<file path="src/rtl/hamming_decoder_pipe.sv">
// ---------------------------------------------------------------------------
// hamming_decoder_pipe
//
// Streaming Hamming(7,4) single-error-correcting decoder. This is the
// receive-side partner of hamming_encoder. Codewords come in over a
// valid/ready interface. Stage 1 captures the codeword together with its
// syndrome. Stage 2 captures the corrected data and the error status.
// Two saturating counters track output transfers and corrected words, for
// link-quality monitoring.
//
// Codeword map (position p is bit p-1):
//   cw[0]=p1 cw[1]=p2 cw[2]=d0 cw[3]=p4 cw[4]=d1 cw[5]=d2 cw[6]=d3
//
// Parameters
//   CNT_W         width of word_cnt / corr_cnt; both saturate at all-ones
//
// Ports
//   clk           clock, all state updates on the rising edge
//   rst           synchronous active-high reset
//   in_valid      in_code is valid
//   in_ready      decoder accepts in_code this cycle
//                 (combinational from out_ready only)
//   in_code       7-bit codeword
//   out_valid     out_* fields are valid
//   out_ready     downstream accepts out_* this cycle
//   out_data      corrected data d[3:0]
//   out_err       non-zero syndrome seen, one bit was corrected
//   out_syndrome  {s4,s2,s1}, the position of the flipped bit when non-zero
//   clr_cnt       synchronous clear of both counters
//   word_cnt      output transfers since reset/clear
//   corr_cnt      output transfers with out_err set
// ---------------------------------------------------------------------------
module hamming_decoder_pipe #(
    parameter int CNT_W = 16
) (
    input  logic             clk,
    input  logic             rst,
    input  logic             in_valid,
    output logic             in_ready,
    input  logic [6:0]       in_code,
    output logic             out_valid,
    input  logic             out_ready,
    output logic [3:0]       out_data,
    output logic             out_err,
    output logic [2:0]       out_syndrome,
    input  logic             clr_cnt,
    output logic [CNT_W-1:0] word_cnt,
    output logic [CNT_W-1:0] corr_cnt
);

    localparam logic [CNT_W-1:0] CNT_MAX = '1;

    logic [2:0] in_syndrome;
    logic       s1_valid;
    logic [6:0] s1_code;
    logic [2:0] s1_syndrome;
    logic [6:0] flip_mask;
    logic [6:0] fixed_code;
    logic       s2_adv;
    logic       s1_adv;
    logic       out_xfer;

    // Each syndrome bit re-checks one parity group of the incoming word.
    // Read as a 3-bit number, the syndrome is the 1-based position of a
    // single flipped bit. A value of zero means the word is clean.
    always_comb begin
        in_syndrome[0] = in_code[0] ^ in_code[2] ^ in_code[4] ^ in_code[6];
        in_syndrome[1] = in_code[1] ^ in_code[2] ^ in_code[5] ^ in_code[6];
        in_syndrome[2] = in_code[3] ^ in_code[4] ^ in_code[5] ^ in_code[6];
    end

    // Pipeline control. The output stage moves when it is empty or being
    // drained. Stage 1 moves when it is empty or the output stage moves.
    // This lets bubbles collapse. in_ready never looks at in_valid, so there
    // is no combinational loop through an upstream block.
    always_comb begin
        s2_adv   = !out_valid || out_ready;
        s1_adv   = !s1_valid || s2_adv;
        in_ready = s1_adv;
        out_xfer = out_valid && out_ready;
    end

    // Correction works on the stage-1 copy. The single bit named by the
    // syndrome is inverted, and the data bits are taken from the repaired
    // word. A parity-position error therefore leaves the data unchanged.
    always_comb begin
        flip_mask = '0;
        if (s1_syndrome != 3'd0) begin
            flip_mask[s1_syndrome - 3'd1] = 1'b1;
        end
        fixed_code = s1_code ^ flip_mask;
    end

    // Stage 1 register: codeword plus syndrome, loaded on each input
    // transfer. When stage 1 advances with no new input it simply becomes
    // empty. The payload is left alone because nothing reads it then.
    always_ff @(posedge clk) begin
        if (rst) begin
            s1_valid    <= 1'b0;
            s1_code     <= '0;
            s1_syndrome <= '0;
        end else if (s1_adv) begin
            s1_valid <= in_valid;
            if (in_valid) begin
                s1_code     <= in_code;
                s1_syndrome <= in_syndrome;
            end
        end
    end

    // Stage 2 register: the visible output word. While a word is stalled
    // (valid and not accepted) nothing here changes. The fields only reload
    // when a real word arrives from stage 1.
    always_ff @(posedge clk) begin
        if (rst) begin
            out_valid    <= 1'b0;
            out_data     <= '0;
            out_err      <= 1'b0;
            out_syndrome <= '0;
        end else if (s2_adv) begin
            out_valid <= s1_valid;
            if (s1_valid) begin
                out_data     <= {fixed_code[6], fixed_code[5], fixed_code[4], fixed_code[2]};
                out_err      <= (s1_syndrome != 3'd0);
                out_syndrome <= s1_syndrome;
            end
        end
    end

    // Link-quality counters. They count completed output transfers and stop
    // at all-ones rather than wrapping. A clear wins over a transfer in the
    // same cycle, so that transfer is never counted.
    always_ff @(posedge clk) begin
        if (rst || clr_cnt) begin
            word_cnt <= '0;
            corr_cnt <= '0;
        end else if (out_xfer) begin
            if (word_cnt != CNT_MAX) begin
                word_cnt <= word_cnt + CNT_W'(1);
            end
            if (out_err && (corr_cnt != CNT_MAX)) begin
                corr_cnt <= corr_cnt + CNT_W'(1);
            end
        end
    end

endmodule

</file>
<file path="config.mk">
export PLATFORM = sky130hd
export DESIGN_NAME = hamming_decoder_pipe
export DESIGN_NICKNAME = d
export VERILOG_FILES = /design/src/rtl/hamming_decoder_pipe.sv
export SDC_FILE = /design/constraint.sdc
export NUM_CORES = 1
export LEC_CHECK = 0
export ABC_AREA = 1
export BUFFER_PORTS_ARGS = -buffer_cell sky130_fd_sc_hd__buf_2
export CORE_ASPECT_RATIO = 1.25
export CORE_MARGIN = 1.5
export CORE_UTILIZATION = 55
export CTS_CLUSTER_SIZE = 40
export DETAILED_ROUTE_END_ITERATION = 10
export GPL_ROUTABILITY_DRIVEN = 0
export PLACE_DENSITY_LB_ADDON = 0.1
export SYNTH_ARGS = -nofsm -noshare
export SYNTH_HDL_FRONTEND = slang
export SYNTH_SLANG_ARGS = --single-unit
</file>
<file path="constraint.sdc">
create_clock -name clk -period 2.06 [get_ports clk]
set_input_delay 0.206 -clock clk [delete_from_list [all_inputs] [get_ports clk]]
set_output_delay 0.206 -clock clk [all_outputs]
set_load 0.1 [all_outputs]
</file>
# After elaboration in Yosys (flattened, before gate mapping)
# Cells that the tools add are included.
[op_classes]
mux = 3
n_lt_le_gt_ge = 2
add_sub_neg = 3
reduce_logical = 13
n_bitwise = 10
n_eq_ne = 2
[op_table]
columns = ["op", "n"]
rows = [
  ["adder 16 x 1 -> 16 bit (second input constant)", 2],
  ["!= test 16 bit (second input constant)", 2],
  ["bitwise XOR 1 bit", 9],
  ["AND reduction 2 bit", 4],
  ["2-to-1 mux 7 bit", 1],
  ["bitwise XOR 7 bit", 1],
  ["< comparator 3 x 4 -> 1 bit (second input constant)", 1],
  ["demux 1 bit (select 3 bit)", 1],
  ["greater-or-equal comparator 3 x 1 -> 1 bit (second input constant)", 1],
  ["logical AND 1 bit", 3],
  ["logical OR 1 bit", 3],
  ["nonzero test 3 bit", 1],
  ["subtractor 3 x 1 -> 3 bit (second input constant)", 1],
  ["logical NOT 1 bit", 2],
  ["2-to-1 mux 1 bit", 1],
]
[totals]
ff_bits = 52
input_bits = 12

# Logic depth before layout (Yosys ltp)
# Gate-level depths: netlist (run 1).
[depth]
word_depth = 7
depth_mapped = 11
depth_no_buf = 10

# Least setup slack after synthesis (run 1)
# No wires, ideal clock.
[synth_timing]
path_kind = "register to register"
from = "register out_valid"
to = "register s1_syndrome[1]"
synth_period_minus_slack_ns = 3.049
slack_ns = -0.989
t_required_ns = 1.939
setup_ns = 0.121
n_path_buf = 0
stages_incl_launch_ff = 6
arrival_time_ns = 2.928
cell_sequence = "dfxtp_1 nand3_1 nand2_1 inv_1 o21ai_0 a21oi_1"
[synth_via]
elab_chain_len = 4
[synth_rtl]
columns = ["item", "line_no", "text"]
rows = [
  ["start: declaration", "41", "output logic out_valid,"],
  ["start signal: assignment", "121", "out_valid <= s1_valid;"],
  ["logical NOT 1 bit", "77", "s2_adv = !out_valid || out_ready;"],
  ["logical OR 1 bit", "77", ""],
  ["logical OR 1 bit", "78", "s1_adv = !s1_valid || s2_adv;"],
  ["via in_ready", "39", "output logic in_ready,"],
  ["AND reduction 2 bit (no line)", "n/a", ""],
  ["end signal: assignment", "106", "s1_syndrome <= in_syndrome;"],
  ["end: declaration", "56", "logic [2:0] s1_syndrome;"],
]
# The timed path passes the listed nets, and every way through them passes these cells.
# A chain may end at the register's enable or synchronous reset.

# Worst setup path after layout (run 1)
[layout_timing]
from = "register corr_cnt[0]"
to = "register corr_cnt[8]"
[layout_via]
elab_chain_len = 3
[layout_rtl]
columns = ["item", "line_no", "text"]
rows = [
  ["start: declaration", "48", "output logic [CNT_W-1:0] corr_cnt"],
  ["start signal: assignment", "142", "corr_cnt <= corr_cnt + CNT_W'(1);"],
  ["parallel branches: the longest is 3 deep, another holds adder 16 x 1 -> 16 bit", "n/a", ""],
]
# Several ways; the timed one is not identified.

==> impl_metrics.tcl, run 1 <==
set metrics [dict create \
    h-tree-depth 2 \
    critPathSlowestCell "nor2_2" \
    path_max_fanout 21 \
    period_needed_ns 1.834 \
    grt_max_degree 24 \
    cp-end-kind "register" \
    grt_overflow 0 \
    p_per_area_mw_per_mm2 584.7 \
    crit_arrival_ns 2.08 \
    grt_pass1_wl_mm 10.27 \
    crit_chain "ha_1, nand2_1, nor2_2, nand2_1, nor2_1, nor2_2, nand2_1, nand2_1, clkinv_1, nor2_1" \
    status "completed" \
    clk_latency_ns 0.30 \
    drt_first_pass_iters 4 \
    cts-buffers-inserted 5 \
    cp_slowest_stage_delay_ns 0.59 \
    synth.distinct_cells 28 \
    slew_headroom 0.4847 \
    cts_root_buf "clkbuf_8" \
    cap_violations 0 \
    routedWlPerCell_um 11.05 \
    cts_tree "done" \
    cp-start-kind "register" \
    ant_nets 0 \
    whs_path_depth 2 \
    post_cts_buffers 0 \
    via_count 2750 \
    final_cell_mix "nand2_1 (119), nor2_1 (68), buf_2 (53)" \
    placedCellCount 540 \
    cts_buffer_depth 2 \
    area_growth_pct 16.57 \
    die_height_um 81.94 \
    cp.depth 10 \
    dp.final_hpwl_mm 4.463 \
    worstSetupPathType "register to register" \
    hold_buffers 0 \
    avgSynthCellArea_um2 6.375 \
    hold_path_class "primary input to register" \
    netlist_instances 430 \
    nets 503 \
    cp.required_ns 2.31 \
    cts_sinks 49 \
    setup_viol 0 \
    instances_no_fill 548 \
    mappedNetlistArea_mm2 0.002741 \
    cts_resized 1 \
    path_buf_inv 1 \
    die_x_um 66.15 \
    finClkSkew_ns 0.005990 \
    layout_commonest_cell "nand2_1" \
    synthTopCellsByArea "dfxtp_1 (36%), nand2_1 (16%), nor2_1 (9.4%)" \
    postPlaceCellArea_mm2 0.003102 \
    start_util 0.5754 \
    grt_pass1_vias 2481 \
    ys_seq_elements 49 \
    leakage_nw 1.436 \
    rows 28 \
    fin_area_mm2 0.003196 \
    rsz0062_at_grt "no" \
    drive_above_1_share 0.1906 \
    die_area_mm2 0.005420 \
    track_usage 0.2378 \
    r2r_cells 10 \
    wl_mm 6.053 \
    ir_worst_vdd_v 0.0004834 \
    pin_count 54 \
    core_area_mm2 0.004765 \
    path_clk_slew_ns 0.09 \
    hold_viol_final 0 \
    drt_iter0_markers 110 \
    netlist.area_leader.share 0.3578 \
    final_max_slew_viol_count 0 \
    yosys_warnings 0 \
    period_share 0.8905 \
    worst_pin_slew_ns 0.7721 \
    vias_per_cell 5.018 \
    seq_area_frac_synth 0.3578 \
    io_buffers 53 \
    drc 0 \
    critPathTopFamily "simple AND/OR/NAND/NOR gates" \
    n_antenna_cell 0 \
    fmax_mhz 545.2 \
    synth_fp_nets 446 \
    yosysTopAreaCell "dfxtp_1" \
    whs_ns 0.1441 \
    critPathMostFrequentCell "nand2_1" \
    antenna_found_initial 0 \
]
## per-layer routing
metal | up-vias | global-route usage | wire length [um]
met5 | - | 0 | 0
met4 | 0 | 0.08776 | 96
met3 | 9 | 0.04384 | 207
met2 | 49 | 0.4510 | 3032
met1 | 1235 | 0.2586 | 2716
li1 | 1457 | - | -
## per-stage QoR
step                      TNS, ns  utilization  setup slack, ns  total power, W
final                           0       0.6707           0.2257        0.001868
after global routing            0       0.6707         0.006220        0.001946
after CTS                       0       0.6696          0.06158        0.001884
after detailed placement  -0.4936       0.6510          -0.1009        0.001316
after global placement          0       0.6510          0.03663        0.001312
after floorplan                 0            -         0.001991        0.001261
## final cells by class
cell class	count	area, um^2
clock buffers	6	72.57
well taps	60	75.07
repair buffers	60	317.8
inverters	55	206.4
flip-flops and latches	49	988.4
fillers	472	1569
multi-input cells	316	1521
clock inverters	2	13.76
## path summary, 6_finish.rpt
path	from	end	slack, ns
worst min-delay path	rst	out_valid$_SDFFE_PP0P_	0.14
worst min register to register	s1_code[6]$_SDFFE_PP0P_	s1_code[6]$_SDFFE_PP0P_	0.46
worst max-delay path	corr_cnt[0]$_SDFFE_PP0P_	corr_cnt[8]$_SDFFE_PP0P_	0.23
worst max register to register	corr_cnt[0]$_SDFFE_PP0P_	corr_cnt[8]$_SDFFE_PP0P_	0.23
## flip-flops by register name, indices dropped and copies added (netlist names)
name and cells:
s1_syndrome 3, out_syndrome 3, word_cnt 16, out_err 1, corr_cnt 16, s1_valid 1
out_valid 1, s1_code 4, out_data 4
## power by group
group / internal (W) / leakage [nW] / total, W / switching (W)
logic: 0.0000760 / 0.989 / 0.000303 / 0.000227
registers: 0.000974 / 0.401 / 0.000992 / 0.0000186
clock network: 0.000243 / 0.0456 / 0.000573 / 0.000330
total: 0.00129 / 1.44 / 0.00187 / 0.000576
## cell usage after synthesis (all sizes together)
library cell and instances:
a21oi 32, and2 1, buf 7, clkbuf 3, clkinv 4, dfxtp 49
ha 4, inv 51, nand2 123, nand3 35, nand3b 2, nand4 6
nor2 75, nor3 5, o21ai 18, or2 1, xnor2 11, xor2 3
## kinds of logic after synthesis
family | after synthesis | share of synthesized area
buffers and inverters | 65 | 0.09448
DFF | 49 | 0.3578
xor gates and xnor gates | 14 | 0.04473
adders and majority gates | 4 | 0.01826
and+or+nand+nor | 248 | 0.3880
AOI/OAI and AO/OA | 50 | 0.09676
Power figures use the tool's default switching activity.
==> run 2: changes to the inputs <==
--- a/config.mk
+++ b/config.mk
@@ -13,7 +13,7 @@
 export CTS_CLUSTER_SIZE = 40
 export DETAILED_ROUTE_END_ITERATION = 10
 export GPL_ROUTABILITY_DRIVEN = 0
-export PLACE_DENSITY_LB_ADDON = 0.1
+export PLACE_DENSITY = 0.77
 export SYNTH_ARGS = -nofsm -noshare
 export SYNTH_HDL_FRONTEND = slang
 export SYNTH_SLANG_ARGS = --single-unit
==> run 2 against run 1 <==
  * Die area unchanged
  * Global-route usage grew 0.34 points
  * Design area rose by 1.3%
  * Critical path depth did not move
  * Sequential cell count unchanged
  * Via count decreased by 1.0%
  * Sequential power about the same
  * Utilization increased by 0.87 points
  * Non-clock buffer count is 1 higher
  * Sequential share of layout area fell by 0.39 points
  * Cell count increased by 0.18%
  * Power grew 8.0%
  * Highest routed layer unchanged
==> impl_metrics.tcl, run 2 (synthesis gave the netlist of run 1 again) <==
set metrics [dict create \
    grt_overflow 0 \
    grt_max_degree 24 \
    cp_slowest_stage_delay_ns 0.57 \
    crit_arrival_ns 2.05 \
    rows 28 \
    ant_nets 0 \
    setup_viol 0 \
    worst_pin_slew_ns 0.7440 \
    hold_viol_final 0 \
    use_met1 0.2874 \
    h-tree-depth 2 \
    finClkSkew_ns 0.007289 \
    final_cell_mix "nand2_1 (119), nor2_1 (68), buf_2 (53)" \
    nets 504 \
    die_area_mm2 0.005420 \
    area_growth_pct 18.07 \
    cts-buffers-inserted 5 \
    die_x_um 66.15 \
    pin_count 54 \
    routedWlPerCell_um 11.11 \
    p_per_area_mw_per_mm2 623.4 \
    core_area_mm2 0.004765 \
    fin_area_mm2 0.003237 \
    final_max_slew_viol_count 0 \
    leakage_nw 1.454 \
    period_share 0.8807 \
    reg_top3 "corr_cnt: 16 flops, word_cnt: 16 flops" \
    whs_ns 0.1507 \
    grt_use_met2 0.4490 \
    antenna_found_initial 0 \
    path_max_fanout 21 \
    crit_chain "ha_1, nand2_1, nor2_2, nand2_1, nor2_1, nor2_2, nand2_1, nand2_1, clkinv_1, nor2_1" \
    status "completed" \
    slew_headroom 0.5035 \
    path_clk_slew_ns 0.09 \
    clk_latency_ns 0.30 \
    io_buffers 53 \
    critPathSlowestCell "nor2_2" \
    layout_commonest_cell "nand2_1" \
    cp-start-kind "register" \
    rsz0062_at_grt "no" \
    fill_cells 471 \
    hold_path_class "primary input to register" \
    grt-busiest-layer "met2" \
    cts_buffer_depth 2 \
    cp-end-kind "register" \
    cts_root_buf "clkbuf_8" \
    cp.required_ns 2.30 \
    fmax_mhz 551.2 \
    drc 0 \
    period_needed_ns 1.814 \
    die_height_um 81.94 \
    track_usage 0.2412 \
    hold_buffers 0 \
    worstSetupPathType "register to register" \
    vias_per_cell 4.958 \
    drive_above_1_share 0.1943 \
    wl_mm 6.101 \
    drt_iter0_markers 116 \
    dp.final_hpwl_mm 4.613 \
    grt_pass1_vias 2499 \
    cap_violations 0 \
    start_util 0.5754 \
    ir_worst_vdd_v 0.0004586 \
    grt_pass1_wl_mm 10.48 \
    via_count 2722 \
    critPathMostFrequentCell "nand2_1" \
    cts_tree "done" \
    drt_first_pass_iters 4 \
    met3_usage 0.04110 \
    cts_sinks 49 \
    postPlaceCellArea_mm2 0.003109 \
    n_antenna_cell 0 \
]
==> run 2: what timing repair did <==
item | CTS | global route
gates resized for setup | 1 | 1
buffers inserted | 0 | 0
gates cloned | 0 | 0
endpoints found under the setup margin | 11 | 16
hold endpoints to repair | 0 | 0
==> run 2: metrics by stage <==
stage	std cells	util	power, W	setup slack, ns	setup TNS (ns)
after floorplan	430	-	0.001261	0.001991	0
after global placement	541	0.6526	0.001311	0.05524	0
after detailed placement	541	0.6526	0.001317	-0.07136	-0.4808
after CTS	549	0.6783	0.002034	0.06452	0
after global routing	549	0.6794	0.002098	0.05907	0
final	549	0.6794	0.002018	0.2458	0
==> run 2: critical path: cells and delay by family (launching register included) <==
family	cells	cell delay (ns)
simple gates	8	1.17
fa+ha+maj	1	0.21
buf+inv	1	0.06
flops	1	0.33
==> run 2: power breakdown <==
part           total (W)  internal (W)  switching [W]
combinational   0.000302     0.0000764       0.000226
sequential      0.000993      0.000974      0.0000196
clock           0.000723      0.000395       0.000327
==> run 2: final timing paths <==
| path | end | startpoint | depth (start not counted) | slack (ns) |
|---|---|---|---|---|
| worst max-delay path | corr_cnt[5]$_SDFFE_PP0P_ | corr_cnt[0]$_SDFFE_PP0P_ | 10 | 0.25 |
| worst max register to register | corr_cnt[5]$_SDFFE_PP0P_ | corr_cnt[0]$_SDFFE_PP0P_ | 10 | 0.25 |
| worst min-delay path | out_valid$_SDFFE_PP0P_ | rst | 2 | 0.15 |
| worst min register to register | s1_code[2]$_SDFFE_PP0P_ | s1_code[2]$_SDFFE_PP0P_ | 2 | 0.47 |
==> run 2: metal layers <==
layer	vias to the layer above	share of wire	wire, um
li1	1461	-	-
met1	1206	0.45	2727
met2	50	0.51	3129
met3	5	0.032	196
met4	0	0.0075	46
met5	-	0	0
==> run 2: final cells by class <==
| type | count | area [um^2] | share of cell area |
|---|---|---|---|
| multi-input combinational | 316 | 1521 | 0.4700 |
| sequential | 49 | 988.4 | 0.3054 |
| timing repair buffer | 61 | 325.3 | 0.1005 |
| inverter | 55 | 206.4 | 0.06378 |
| clock buffer | 6 | 82.58 | 0.02551 |
| tap | 60 | 75.07 | 0.02319 |
| clock inverter | 2 | 37.54 | 0.01160 |
==> run 3: changes to the inputs <==
==> constraint.sdc (replaced) <==
create_clock -name clk -period 2.07 [get_ports clk]
set_input_delay 0.207 -clock clk [delete_from_list [all_inputs] [get_ports clk]]
set_output_delay 0.207 -clock clk [all_outputs]
set_load 0.1 [all_outputs]
==> run 3 against run 2 <==
  * Fmax is 0.39% higher
  * Design area is 1.5% lower
  * Largest cell class unchanged
  * Utilization fell by 1.0 points
  * Worst hold slack improved by 0.0028 ns
  * Power shrank 8.1%
==> impl_metrics.tcl, run 3 (synthesis gave the netlist of run 1 again) <==
set metrics [dict create \
    status "completed" \
    postPlaceCellArea_mm2 0.003093 \
    fmax_mhz 553.4 \
    r2r_start "corr_cnt[0]$_SDFFE_PP0P_" \
    cp_slowest_stage_delay_ns 0.58 \
    ant_nets 0 \
    fin_area_mm2 0.003188 \
    reg_top3 "corr_cnt: 16 flops, word_cnt: 16 flops" \
    die_area_mm2 0.005420 \
    r2r_slack_ns 0.26 \
    finalSetupTns_ns 0 \
    antenna_found_initial 0 \
    hp-start "rst" \
    cts_root_buf "clkbuf_8" \
    worst_pin_slew_ns 0.7598 \
    drt_iter0_markers 138 \
    grt_pass1_wl_mm 10.26 \
    final_max_slew_viol_count 0 \
    hold_viol_final 0 \
    drc 0 \
    period_needed_ns 1.807 \
    clk_latency_ns 0.30 \
    core_area_mm2 0.004765 \
    die_x_um 66.15 \
    h-tree-depth 2 \
    critPathSlowestCell "nor2_2" \
    whs_ns 0.1534 \
    final_cell_mix "nand2_1 (119), nor2_1 (68), buf_2 (53)" \
    period_share 0.8730 \
    grt_overflow 0 \
    vias_per_cell 5.073 \
    nets 503 \
    drt_first_pass_iters 4 \
    drive_above_1_share 0.1885 \
    area_growth_pct 16.29 \
    slew_headroom 0.4929 \
    track_usage 0.2384 \
    start_util 0.5754 \
    cts_tree "done" \
    grt_pass1_vias 2527 \
    leakage_nw 1.427 \
    hold_path_class "primary input to register" \
    layout_commonest_cell "nand2_1" \
    post_cts_buffers 0 \
    worst_hold_path.endpoint "out_valid$_SDFFE_PP0P_" \
    cts_buffer_depth 2 \
    cp-end-kind "register" \
    crit_arrival_ns 2.05 \
    cts-buffers-inserted 5 \
    rsz0062_at_grt "no" \
    die_height_um 81.94 \
    finClkSkew_ns 0.008921 \
    wl_mm 6.100 \
    crit_chain "ha_1, nand2_1, nor2_2, nand2_1, nor2_1, nor2_2, nand2_1, nand2_1, clkinv_1, nor2_1" \
    r2r_cells 10 \
    hold_buffers 0 \
    fill_cells 464 \
    io_buffers 53 \
    cp-start-kind "register" \
    path_max_fanout 21 \
    pin_count 54 \
    dp.final_hpwl_mm 4.513 \
    setup_viol 0 \
    via_count 2780 \
    whs_path_depth 2 \
    grt_max_degree 24 \
    r2r_end "corr_cnt[7]$_SDFFE_PP0P_" \
    critPathMostFrequentCell "nand2_1" \
    cp.required_ns 2.31 \
    rows 28 \
    worstSetupPathType "register to register" \
    n_antenna_cell 0 \
    path_clk_slew_ns 0.09 \
    ir_worst_vdd_v 0.0004598 \
    routedWlPerCell_um 11.13 \
    cap_violations 0 \
    p_per_area_mw_per_mm2 581.4 \
    cts_sinks 49 \
]
[run 3: cell count changes in the layout (fill, tap and decap cells not counted), sizes merged]
| cell | change |
|---|---|
| buf | -1 |
| bufinv | -1 |
| clkinvlp | +1 |
[run 3: layer usage]
metal	up-vias	GRT usage	wire length, um
met5	-	0	0
met2	45	0.4560	3177
li1	1463	-	-
met1	1267	0.2598	2672
met4	0	0.07551	62
met3	5	0.04658	188
[run 3: worst max path at each step]
stage	startpoint	to	slack, ns
global placement	corr_cnt[0]$_SDFFE_PP0P_	corr_cnt[5]$_SDFFE_PP0P_	0.06
detailed placement	corr_cnt[0]$_SDFFE_PP0P_	corr_cnt[7]$_SDFFE_PP0P_	-0.05
global route	corr_cnt[0]$_SDFFE_PP0P_	corr_cnt[6]$_SDFFE_PP0P_	0.03
floorplan	out_valid$_SDFFE_PP0P_	s1_syndrome[1]$_SDFFE_PP0P_	-0.1
finish	corr_cnt[0]$_SDFFE_PP0P_	corr_cnt[7]$_SDFFE_PP0P_	0.26
CTS	word_cnt[0]$_SDFFE_PP0P_	word_cnt[9]$_SDFFE_PP0P_	0.06
[run 3: repair_timing]
action,in CTS,in global routing
resized for setup,1,1
hold endpoints to repair,0,0
endpoints found under the setup margin,11,15
[run 3: power breakdown]
part,switching (W),internal [W],leakage (nW),total [W]
clock,0.000327,0.000239,0.0374,0.000566
sequential,0.0000182,0.000969,0.401,0.000987
combinational,0.000225,0.0000755,0.989,0.000300
[run 3: stage by stage]
step	utilization	power, W	setup slack, ns	cells
floorplan	-	0.001253	-0.09502	430
global placement	0.6492	0.001303	0.05901	540
detailed placement	0.6492	0.001310	-0.04789	540
CTS	0.6681	0.001870	0.06111	548
global route	0.6691	0.001943	0.02885	548
finish	0.6691	0.001854	0.2629	548
[run 3: critical path, delay by kind of cell (launching register included)]
family / cells / cell delay [ns]
buf+inv: 1 / 0.05
flops: 1 / 0.33
simple gates: 8 / 1.17
fa+ha+maj: 1 / 0.21
[run 3: area by class of cell]
cell class | instances | area, um^2 | area share
Clock buffer | 6 | 72.57 | 0.02276
Clock inverter | 2 | 15.01 | 0.004710
Inverter | 55 | 206.4 | 0.06476
Multi-Input combinational cell | 316 | 1514 | 0.4749
Sequential cell | 49 | 987.2 | 0.3097
Tap cell | 60 | 75.07 | 0.02355
Timing Repair Buffer | 60 | 317.8 | 0.09969
